--- src/rtl/stream_pattern_pkg.sv ---
// Shared types and PRBS31 helpers for the stream pattern generator.
package stream_pattern_pkg;

    typedef enum logic [1:0] {
        MODE_COUNTER = 2'd0,
        MODE_PRBS31  = 2'd1,
        MODE_CONST   = 2'd2
    } mode_t;

    typedef enum logic {
        IDLE = 1'b0,
        RUN  = 1'b1
    } state_t;

    // x^31 + x^28 + 1: feedback taps on state bits 30 and 27.
    localparam int unsigned PRBS_LEN   = 31;
    localparam int unsigned PRBS_TAP_A = 30;
    localparam int unsigned PRBS_TAP_B = 27;
    // Widest state the helper handles; bits above 31 just keep shift history.
    localparam int unsigned PRBS_MAX_W = 64;

    // Advance the shift register nsteps times, new bits entering at bit 0.
    function automatic logic [PRBS_MAX_W-1:0] prbs31_advance(
        input logic [PRBS_MAX_W-1:0] state,
        input int unsigned           nsteps
    );
        logic [PRBS_MAX_W-1:0] s;
        s = state;
        for (int unsigned i = 0; i < nsteps; i++) begin
            s = {s[PRBS_MAX_W-2:0], s[PRBS_TAP_A] ^ s[PRBS_TAP_B]};
        end
        return s;
    endfunction

endpackage

--- src/rtl/stream_pattern_gen_if.sv ---
// AXI4-Stream bundle between a pattern source and its sink.
interface stream_pattern_gen_if #(
    parameter int unsigned TDATA_WIDTH = 32
);
    logic [TDATA_WIDTH-1:0] tdata;
    logic                   tvalid;
    logic                   tready;
    logic                   tlast;

    modport master (output tdata, output tvalid, output tlast, input tready);
    modport slave  (input tdata, input tvalid, input tlast, output tready);
endinterface

--- src/rtl/stream_pattern_gen_prbs31_step.sv ---
// Combinational parallel PRBS31 advance by NSTEPS shifts.
module prbs31_step
    import stream_pattern_pkg::*;
#(
    parameter int unsigned STATE_WIDTH = 32,
    parameter int unsigned NSTEPS      = 32
) (
    input  logic [STATE_WIDTH-1:0] state_in,
    output logic [STATE_WIDTH-1:0] state_out
);

    // Unrolled shift network; upper helper bits beyond STATE_WIDTH are dropped.
    always_comb begin
        state_out = STATE_WIDTH'(prbs31_advance(PRBS_MAX_W'(state_in), NSTEPS));
    end

endmodule

--- src/rtl/stream_pattern_gen.sv ---
// AXI4-Stream test-pattern source: counter, PRBS31 or constant words with
// optional burst length, TLAST, stop and single-bit error injection.
module stream_pattern_gen
    import stream_pattern_pkg::*;
#(
    parameter int unsigned TDATA_WIDTH = 32,
    parameter int unsigned COUNT_WIDTH = 32
) (
    input  logic                   clk,
    input  logic                   reset,
    input  logic                   start,
    input  logic                   stop,
    input  logic [1:0]             mode,
    input  logic [TDATA_WIDTH-1:0] seed,
    input  logic [COUNT_WIDTH-1:0] length,
    input  logic                   inject_err,
    stream_pattern_gen_if.master   m_axis,
    output logic                   busy,
    output logic                   done,
    output logic [COUNT_WIDTH-1:0] word_count
);

    // LFSR needs at least 31 bits; wider words extend it with shift history.
    localparam int unsigned SW = (TDATA_WIDTH > PRBS_LEN) ? TDATA_WIDTH : PRBS_LEN;

    state_t                 state_q, state_d;
    mode_t                  cfg_mode_q, cfg_mode_d;
    logic [TDATA_WIDTH-1:0] cfg_seed_q, cfg_seed_d;
    logic [COUNT_WIDTH-1:0] cfg_len_q, cfg_len_d;
    logic [COUNT_WIDTH-1:0] beat_q, beat_d;
    logic [COUNT_WIDTH-1:0] cnt_q, cnt_d;
    logic [TDATA_WIDTH-1:0] clean_q, clean_d;    // current word before injection
    logic [SW-1:0]          prbs_q, prbs_d;
    logic [TDATA_WIDTH-1:0] tdata_q, tdata_d;
    logic                   tvalid_q, tvalid_d;
    logic                   tlast_q, tlast_d;
    logic                   done_q, done_d;
    logic                   stop_pend_q, stop_pend_d;
    logic                   inj_pend_q, inj_pend_d;

    logic [SW-1:0]          prbs_init, step_in, step_out;
    logic [TDATA_WIDTH-1:0] word, inj_mask;
    logic [COUNT_WIDTH-1:0] beat_nxt;
    logic                   hs;

    // Seed with zero LFSR bits would lock up; substitute all-ones.
    always_comb begin
        prbs_init = SW'(seed);
        if (prbs_init[PRBS_LEN-1:0] == '0) begin
            prbs_init = '1;
        end
        step_in = (state_q == IDLE) ? prbs_init : prbs_q;
    end

    prbs31_step #(
        .STATE_WIDTH (SW),
        .NSTEPS      (TDATA_WIDTH)
    ) u_prbs31_step (
        .state_in  (step_in),
        .state_out (step_out)
    );

    // Next-state: burst FSM, config capture and output word loading.
    always_comb begin
        state_d     = state_q;
        cfg_mode_d  = cfg_mode_q;
        cfg_seed_d  = cfg_seed_q;
        cfg_len_d   = cfg_len_q;
        beat_d      = beat_q;
        cnt_d       = cnt_q;
        clean_d     = clean_q;
        prbs_d      = prbs_q;
        tdata_d     = tdata_q;
        tvalid_d    = tvalid_q;
        tlast_d     = tlast_q;
        done_d      = 1'b0;
        stop_pend_d = stop_pend_q;
        inj_pend_d  = inj_pend_q | inject_err;
        word        = clean_q;
        inj_mask    = {{(TDATA_WIDTH-1){1'b0}}, inj_pend_q | inject_err};
        hs          = tvalid_q & m_axis.tready;
        beat_nxt    = beat_q + COUNT_WIDTH'(1);

        unique case (state_q)
            IDLE: begin
                if (start) begin
                    unique case (mode)
                        MODE_PRBS31: begin
                            cfg_mode_d = MODE_PRBS31;
                            word       = step_out[TDATA_WIDTH-1:0];
                            prbs_d     = step_out;
                        end
                        MODE_CONST: begin
                            cfg_mode_d = MODE_CONST;
                            word       = seed;
                        end
                        default: begin
                            cfg_mode_d = MODE_COUNTER;
                            word       = seed;
                        end
                    endcase
                    cfg_seed_d  = seed;
                    cfg_len_d   = length;
                    beat_d      = '0;
                    cnt_d       = '0;
                    stop_pend_d = 1'b0;
                    clean_d     = word;
                    tdata_d     = word ^ inj_mask;
                    inj_pend_d  = 1'b0;
                    tvalid_d    = 1'b1;
                    tlast_d     = (length == COUNT_WIDTH'(1));
                    state_d     = RUN;
                end
            end
            RUN: begin
                if (hs) begin
                    if (cnt_q != '1) begin
                        cnt_d = cnt_q + COUNT_WIDTH'(1);
                    end
                    if (tlast_q || stop_pend_q || stop) begin
                        state_d     = IDLE;
                        tvalid_d    = 1'b0;
                        tlast_d     = 1'b0;
                        done_d      = 1'b1;
                        stop_pend_d = 1'b0;
                    end else begin
                        unique case (cfg_mode_q)
                            MODE_PRBS31: begin
                                word   = step_out[TDATA_WIDTH-1:0];
                                prbs_d = step_out;
                            end
                            MODE_CONST: word = cfg_seed_q;
                            default:    word = clean_q + TDATA_WIDTH'(1);
                        endcase
                        beat_d     = beat_nxt;
                        clean_d    = word;
                        tdata_d    = word ^ inj_mask;
                        inj_pend_d = 1'b0;
                        tlast_d    = (cfg_len_q != '0) &&
                                     (beat_nxt == cfg_len_q - COUNT_WIDTH'(1));
                    end
                end else if (stop) begin
                    // Beat in flight must still complete before leaving RUN.
                    stop_pend_d = 1'b1;
                end
            end
            default: state_d = IDLE;
        endcase
    end

    // State registers with asynchronous reset.
    always_ff @(posedge clk or posedge reset) begin
        if (reset) begin
            state_q     <= IDLE;
            cfg_mode_q  <= MODE_COUNTER;
            cfg_seed_q  <= '0;
            cfg_len_q   <= '0;
            beat_q      <= '0;
            cnt_q       <= '0;
            clean_q     <= '0;
            prbs_q      <= '1;
            tdata_q     <= '0;
            tvalid_q    <= 1'b0;
            tlast_q     <= 1'b0;
            done_q      <= 1'b0;
            stop_pend_q <= 1'b0;
            inj_pend_q  <= 1'b0;
        end else begin
            state_q     <= state_d;
            cfg_mode_q  <= cfg_mode_d;
            cfg_seed_q  <= cfg_seed_d;
            cfg_len_q   <= cfg_len_d;
            beat_q      <= beat_d;
            cnt_q       <= cnt_d;
            clean_q     <= clean_d;
            prbs_q      <= prbs_d;
            tdata_q     <= tdata_d;
            tvalid_q    <= tvalid_d;
            tlast_q     <= tlast_d;
            done_q      <= done_d;
            stop_pend_q <= stop_pend_d;
            inj_pend_q  <= inj_pend_d;
        end
    end

    assign m_axis.tdata  = tdata_q;
    assign m_axis.tvalid = tvalid_q;
    assign m_axis.tlast  = tlast_q;
    assign busy          = (state_q == RUN);
    assign done          = done_q;
    assign word_count    = cnt_q;

endmodule

--- src/flat_wrapper.sv ---
// flat-port wrapper written by rule: the top's interface ports become plain ports
module stream_pattern_gen_flat import stream_pattern_pkg::*;
#(
    parameter int unsigned TDATA_WIDTH = 32,
    parameter int unsigned COUNT_WIDTH = 32
)
  (clk, reset, start, stop, mode, seed, length, inject_err, busy, done, word_count, m_axis_tdata, m_axis_tvalid, m_axis_tlast, m_axis_tready);
  stream_pattern_gen_if #(.TDATA_WIDTH(TDATA_WIDTH)) m_axis_i ();
  input  logic clk;
  input  logic reset;
  input  logic start;
  input  logic stop;
  input  logic [1:0] mode;
  input  logic [TDATA_WIDTH-1:0] seed;
  input  logic [COUNT_WIDTH-1:0] length;
  input  logic inject_err;
  output logic busy;
  output logic done;
  output logic [COUNT_WIDTH-1:0] word_count;
  output wire logic [$bits(m_axis_i.tdata)-1:0] m_axis_tdata;
  output wire logic [$bits(m_axis_i.tvalid)-1:0] m_axis_tvalid;
  output wire logic [$bits(m_axis_i.tlast)-1:0] m_axis_tlast;
  input wire logic [$bits(m_axis_i.tready)-1:0] m_axis_tready;
  assign m_axis_tdata = m_axis_i.tdata;
  assign m_axis_tvalid = m_axis_i.tvalid;
  assign m_axis_tlast = m_axis_i.tlast;
  assign m_axis_i.tready = m_axis_tready;
  stream_pattern_gen #(.TDATA_WIDTH(TDATA_WIDTH), .COUNT_WIDTH(COUNT_WIDTH)) u_core (.clk(clk), .reset(reset), .start(start), .stop(stop), .mode(mode), .seed(seed), .length(length), .inject_err(inject_err), .m_axis(m_axis_i), .busy(busy), .done(done), .word_count(word_count));
endmodule
--- config.mk ---
export PLATFORM = sky130hd
export DESIGN_NAME = stream_pattern_gen_flat
export DESIGN_NICKNAME = d
export VERILOG_FILES = /design/src/rtl/stream_pattern_pkg.sv /design/src/rtl/stream_pattern_gen_if.sv /design/src/rtl/stream_pattern_gen_prbs31_step.sv /design/src/rtl/stream_pattern_gen.sv /design/src/flat_wrapper.sv
export SDC_FILE = /design/constraint.sdc
export NUM_CORES = 1
export LEC_CHECK = 0
export CORE_ASPECT_RATIO = 1.5
export CORE_MARGIN = 8
export CORE_UTILIZATION = 50
export CTS_CLUSTER_DIAMETER = 80
export DETAILED_ROUTE_END_ITERATION = 10
export PLACE_DENSITY = 0.72
export SLEW_MARGIN = 15
export SYNTH_ARGS = -nofsm -noshare
export SYNTH_HDL_FRONTEND = slang
export SYNTH_SLANG_ARGS = --single-unit
export TNS_END_PERCENT = 30
--- constraint.sdc ---
create_clock -name clk -period 7.8 [get_ports clk]
set_input_delay 0.78 -clock clk [delete_from_list [all_inputs] [get_ports clk]]
set_output_delay 0.78 -clock clk [all_outputs]
set_load 0.01 [all_outputs]
==> results of run 1 <==
==> stage by stage <==
stage	cell area (um2)	instances	worst slack (ps)	utilization
after global routing	14900	1968	3580	0.581
after detailed placement	14200	1935	3870	0.557
after floorplan	12900	1574	1620	-
final	14900	1968	3740	0.581
after CTS	14900	1967	3840	0.581
after global placement	14200	1935	3880	0.557
==> critical path, delay by kind of cell (launching register included) <==
kind                   cells  cell delay [ps]
buffers and inverters      3             1600
and+or+nand+nor            2             1090
DFF                        1              860
AOI/OAI and AO/OA          2              320
==> logic make-up after synthesis <==
kind of cell,Yosys count,synth area share
buffers and inverters,140,0.0521
and+or+nand+nor,702,0.249
xor gates and xnor gates,183,0.126
adders and majority gates,7,0.00679
muxes,29,0.0241
AOI/OAI and AO/OA,313,0.150
DFF,200,0.391
==> registers in the layout (all words and copies together), names as in the netlist <==
name / count
u_core.m_axis.tvalid: 1
u_core.m_axis.tlast: 1
u_core.cfg_mode_q: 2
u_core.clean_q: 2
u_core.done: 1
u_core.busy: 1
u_core.m_axis.tdata: 31
u_core.beat_q: 32
u_core.stop_pend_q: 1
u_core.word_count: 32
u_core.inj_pend_q: 1
u_core.cfg_seed_q: 32
u_core.prbs_q: 31
u_core.cfg_len_q: 32
==> cell usage in the layout, fill, tap and decap left out, types with 24 or more instances in the layout <==
cell type,instances
nand3_1,56
nand2_1,325
nand4_1,33
a21oi_1,99
dfstp_2,31
nor2_1,154
xnor2_1,99
clkdlybuf4s50_1,139
xor2_1,82
dfrtp_1,168
o21ai_0,93
nor4_1,24
a221oi_1,24
==> report_power, final <==
part           leakage (uW)  switching (uW)  internal (uW)
combinational       0.00331            1390           1040
sequential          0.00250             527           1440
clock              0.000303             410            531
total               0.00611            2330           3010
==> worst max-delay path by stage <==
stage,from,to,slack (ps),cells past startpoint
after floorplan,reset,u_core.beat_q[0]$_DFFE_PP0P_,1620,1
after global placement,stop,u_core.m_axis.tlast$_DFFE_PP0P_,3880,8
after detailed placement,u_core.busy$_DFF_PP0_,u_core.m_axis.tdata[22]$_DFFE_PP0P_,3870,7
after CTS,u_core.busy$_DFF_PP0_,u_core.m_axis.tdata[22]$_DFFE_PP0P_,3840,7
after global routing,u_core.busy$_DFF_PP0_,u_core.m_axis.tdata[22]$_DFFE_PP0P_,3580,7
final,u_core.busy$_DFF_PP0_,u_core.m_axis.tdata[22]$_DFFE_PP0P_,3740,7
==> metal layers <==
| metal | vias to the layer above | wire (um) | share of wire |
|---|---|---|---|
| met5 | - | 0 | 0 |
| met4 | 0 | 2610 | 0.064 |
| met3 | 145 | 2290 | 0.056 |
| met2 | 518 | 20300 | 0.50 |
| met1 | 5676 | 15600 | 0.38 |
| li1 | 5531 | - | - |
==> area by class of cell <==
class / count / area (um2) / share of cell area
diodes: 1 / 2.50 / 0.000168
clock inverters: 11 / 144 / 0.00968
flip-flops and latches: 200 / 5050 / 0.340
well taps: 333 / 417 / 0.0280
repair buffers: 154 / 1500 / 0.101
multi-input cells: 1234 / 7220 / 0.486
clock buffers: 21 / 470 / 0.0316
inverters: 14 / 60.1 / 0.00404
==> reports/metrics.csv, run 1 <==
metric;value;unit
fin_crit_sh;0.521;
criticalPathCategory;reg2reg;
start_util;0.504;
synth_most_common_cell;nand2_1;
rsz0062_at_grt;false;
worstHoldEndpoint;u_core.cfg_seed_q[5]$_DFFE_PP0P_;
synth-seq-area-share;0.391;
path_cells;inv_1 > nand2_2 > buf_4 > nand2_1 > buf_4 > o31a_1 > o32a_1;
end_kind;register;
tritoncts;built;
tightest_slew;1170;ps
hold_viol_final;0;
synthFlopType;dfrtp_1;
ctsResizeCount;0;
ant_nets;0;
p_per_area;359;mW/mm2
worstSkewPairLatency;450;ps
slowest_delay;860;ps
antenna_found_initial;1;
hold-path-cell-count;2;
cts_num_sinks;200;
busiest_layer;met2;
synth_cell_types;78;
die_h;213;um
grt_pass1_wl;64.0;mm
n_fill_cell;2360;
hp-start;u_core.cfg_seed_q[5]$_DFFE_PP0P_;
p_leak;0.00611;uW
cts_buffers;17;
cp_slowest_cell;dfrtp_4;
worst_r2r_endpoint;u_core.m_axis.tdata[22]$_DFFE_PP0P_;
wl_per_cell;20.7;um
die_area;0.0313;mm2
synth-async-reset-ratio;1.00;
cp.required;8130;ps
reg2reg_depth;7;
yosys.area.top_type;dfrtp_1;
tns;0;ps
cp_max_fo;61;
synth_edf_count;0;
finalWeightedCongestion;0.961;
syn-cell-area;0.0129;mm2
r2r_setup_slack;3740;ps
drv_cap;0;
netlist_instances;1574;
post_cts_buffers;0;
critPathArrivalTime;4390;ps
crit_path_frequent_cell;buf_4;
fmax;246;MHz
port_buffers;139;
syn_nets;1653;
fin_crit;4060;ps
report.final.slew_viol_count;0;
grt_pass1_vias;11608;
hold_path_class;reg2reg;
cts_buffer_depth;2;
htree_levels;4;
finClkSkew;12.1;ps
syn_avg_cell_area;8.20;um2
drtIter0Drc;1048;
drive_gt1_frac;0.0728;
ios;140;
wl;40.8;mm
max-slew-margin-rel;0.221;
drt_pass1_iterations;7;
grt.total_usage;0.258;
clkTransAtPathRegs;80;ps
r2r-start;u_core.busy$_DFF_PP0_;
synth_top_cells_by_count;nand2_1 (326), dfrtp_1 (169), nor2_1 (155);
status;completed;
finalPower;5340;uW
use_met1;0.295;
setup_violations;0;
ys_warn_count;0;
finalHoldWorstSlack;478;ps
area_growth;15.2;%
synth-seq-cells;200;
synthDominantCellAreaShare;0.328;
met2_usage;0.441;
coreArea;0.0256;mm2
irDropWorstVdd;0.289;mV
fp.dieW;147;um
route.detailed.drc;0;
detailed_place_hpwl;28.4;mm
fin_nets;1700;
grt.overflow.total;0;
rows;72;
grt_use_met3;0.0397;
ctsHoldBuffers;0;
cts_root_buf;clkbuf_16;
yosys-top-cells-area;dfrtp_1 (33%), nand2_1 (9.5%), xnor2_1 (6.7%);
grt_max_degree;132;
vias_per_cell;6.03;
vias;11870;
cp-start-kind;register;
Note: power is estimated with default switching activity, not from simulation.
==> run 2: changes to the inputs <==
- clock period: 7.8 -> 4 ns (I/O delays scaled with it)
==> reports/metrics.csv, run 2 (synthesized netlist as in run 1, its figures left out) <==
metric;value;unit;change
crit_path_frequent_cell;nor4_1;;
rsz0062_at_grt;false;;
path_cells;nand4_1 > nor4_1 > nand4b_1 > xor2_1 > xnor3_1 > nand3b_1 > nor4_1 > or4b_1 > a31oi_1;;
grt_pass1_vias;11859;;+2.2%
post_cts_buffers;0;;unchanged
finalPower;10500;uW;+97%
wl_per_cell;20.8;um;+0.14%
cp_max_fo;9;;-85%
worstSkewPairLatency;440;ps;about the same
fin_nets;1717;;+1.0%
ios;140;;unchanged
wl_met1;15.9;mm;+2.0%
end_kind;register;;
grt.total_usage;0.262;;+0.00466
p_per_area;698;mW/mm2;+94%
n_fill_cell;2363;;+0.13%
power.switching;4560;uW;+96%
coreArea;0.0256;mm2;unchanged
tightest_slew;891;ps;-278 ps
irDropWorstVdd;0.659;mV;+130%
slowest_delay;600;ps;-260 ps
critPathArrivalTime;3800;ps;-590 ps
routed-wl-met2;21.6;mm;+6.7%
fin_crit_sh;0.860;;+0.339
finalWeightedCongestion;0.918;;-4.5%
port_buffers;139;;unchanged
start_util;0.504;;unchanged
drv_cap;0;;unchanged
p_sw_frac;0.434;;-0.00179
finClkSkew;8.12;ps;-4.02 ps
cp.required;4360;ps;-3770 ps
die_h;213;um;unchanged
pwr-share-clk;0.178;;+0.002
r2r_setup_slack;560;ps;-3180 ps
cts_buffer_depth;2;;unchanged
power.share.combinational;0.463;;+0.008
final_util;0.589;;+0.00753
drt_pass1_iterations;5;;-2
tns;0;ps;unchanged
status;completed;;
pwr-share-seq;0.359;;-0.009
clkTransAtPathRegs;70;ps;about the same
route.detailed.drc;0;;unchanged
cp_slowest_cell;nor4_1;;
grt.overflow.total;0;;unchanged
drtIter0Drc;930;;-11%
ctsHoldBuffers;0;;unchanged
htree_levels;4;;unchanged
report.final.slew_viol_count;0;;unchanged
hold_path_class;in2async;;
hold_viol_final;0;;unchanged
cts_num_sinks;200;;unchanged
cts_buffers;17;;unchanged
criticalPathCategory;reg2reg;;
wl;41.2;mm;+1.1%
cts_root_buf;clkbuf_16;;
layout_commonest_cell;nand2_1;;
tritoncts;built;;
fin_crit;3440;ps;-624 ps
ctsResizeCount;0;;unchanged
routed-wl-met3;1.83;mm;-20%
max-slew-margin-rel;0.406;;+0.185
cp-start-kind;register;;
vias_per_cell;5.96;;-1.1%
vias;11846;;-0.20%
crit_family;simple AND/OR/NAND/NOR gates;;
fp.dieW;147;um;unchanged
drive_gt1_frac;0.0824;;+0.00955
area_growth;16.7;%;
ant_nets;0;;unchanged
grt_max_degree;102;;-23%
top_layer;met4;;
die_area;0.0313;mm2;unchanged
internal-power;5950;uW;+97%
grt_pass1_wl;65.0;mm;+1.6%
setup_violations;0;;unchanged
cp_num_buf_inv;0;;-3
antenna_found_initial;1;;unchanged
detailed_place_hpwl;29.7;mm;+4.6%
mostFrequentLayoutCells;nand2_1 (325), dfrtp_1 (168), nor2_1 (154), clkdlybuf4s50_1 (139);;
rows;72;;unchanged
p_leak;0.00620;uW;+1.6%
fmax;291;MHz;+18%
## run 2: cell types whose count changed in the layout (fill, tap and decap cells not counted), sizes merged
cell | previous run | this run
buf | 15 | 32
bufinv | 3 | 4
clkbuf | 21 | 18
clkinv | 7 | 5
clkinvlp | 1 | 4
diode | 1 | 2
inv | 14 | 15
## run 2: worst paths after layout
| check | startpoint | end | depth (start not counted) |
|---|---|---|---|
| setup / recovery | u_core.beat_q[21]$_DFFE_PP0P_ | u_core.m_axis.tlast$_DFFE_PP0P_ | 9 |
| setup reg to reg | u_core.beat_q[21]$_DFFE_PP0P_ | u_core.m_axis.tlast$_DFFE_PP0P_ | 9 |
| hold / removal | reset | u_core.word_count[4]$_DFFE_PP0P_ | 2 |
| min in group clk | u_core.cfg_seed_q[18]$_DFFE_PP0P_ | u_core.cfg_seed_q[18]$_DFFE_PP0P_ | 2 |
| max in group asynchronous | reset | u_core.prbs_q[23]$_DFFE_PP1P_ | 3 |
| hold reg to reg | u_core.cfg_seed_q[18]$_DFFE_PP0P_ | u_core.cfg_seed_q[18]$_DFFE_PP0P_ | 2 |
## run 2: through the flow
stage | hold slack, ps | instance area, um2 | worst slack, ps | std cells
6_report | 435 | 15100 | 560 | 1986
5_1_grt | 498 | 15100 | 280 | 1985
4_1_cts | 452 | 15100 | 568 | 1984
3_5_place_dp | 464 | 14400 | 628 | 1952
3_3_place_gp | 452 | 14400 | 650 | 1952
2_1_floorplan | 439 | 12900 | 1040 | 1574
## run 2: cell type report
| type | count | area, um2 | area share |
|---|---|---|---|
| inverters | 14 | 56.3 | 0.00374 |
| flip-flops and latches | 200 | 5050 | 0.335 |
| clock inverters | 14 | 196 | 0.0130 |
| clock buffers | 18 | 429 | 0.0285 |
| diodes | 2 | 5.00 | 0.000332 |
| multi-input cells | 1234 | 7230 | 0.480 |
| repair buffers | 171 | 1680 | 0.112 |
| well taps | 333 | 417 | 0.0277 |
## run 2: power by group through the flow
stage	clock network, uW	registers [uW]	logic, uW
after floorplan	0	3390	3660
after global placement	0	3750	4770
after detailed placement	0	3770	4840
after CTS	1900	3740	4860
after global routing	1980	3850	5390
final	1870	3770	4870
## run 2: layer usage
metal / vias to the layer above / GRT usage
met5: - / 0
met4: 0 / 0.137
met3: 106 / 0.0333
met2: 410 / 0.473
met1: 5762 / 0.299
li1: 5568 / -
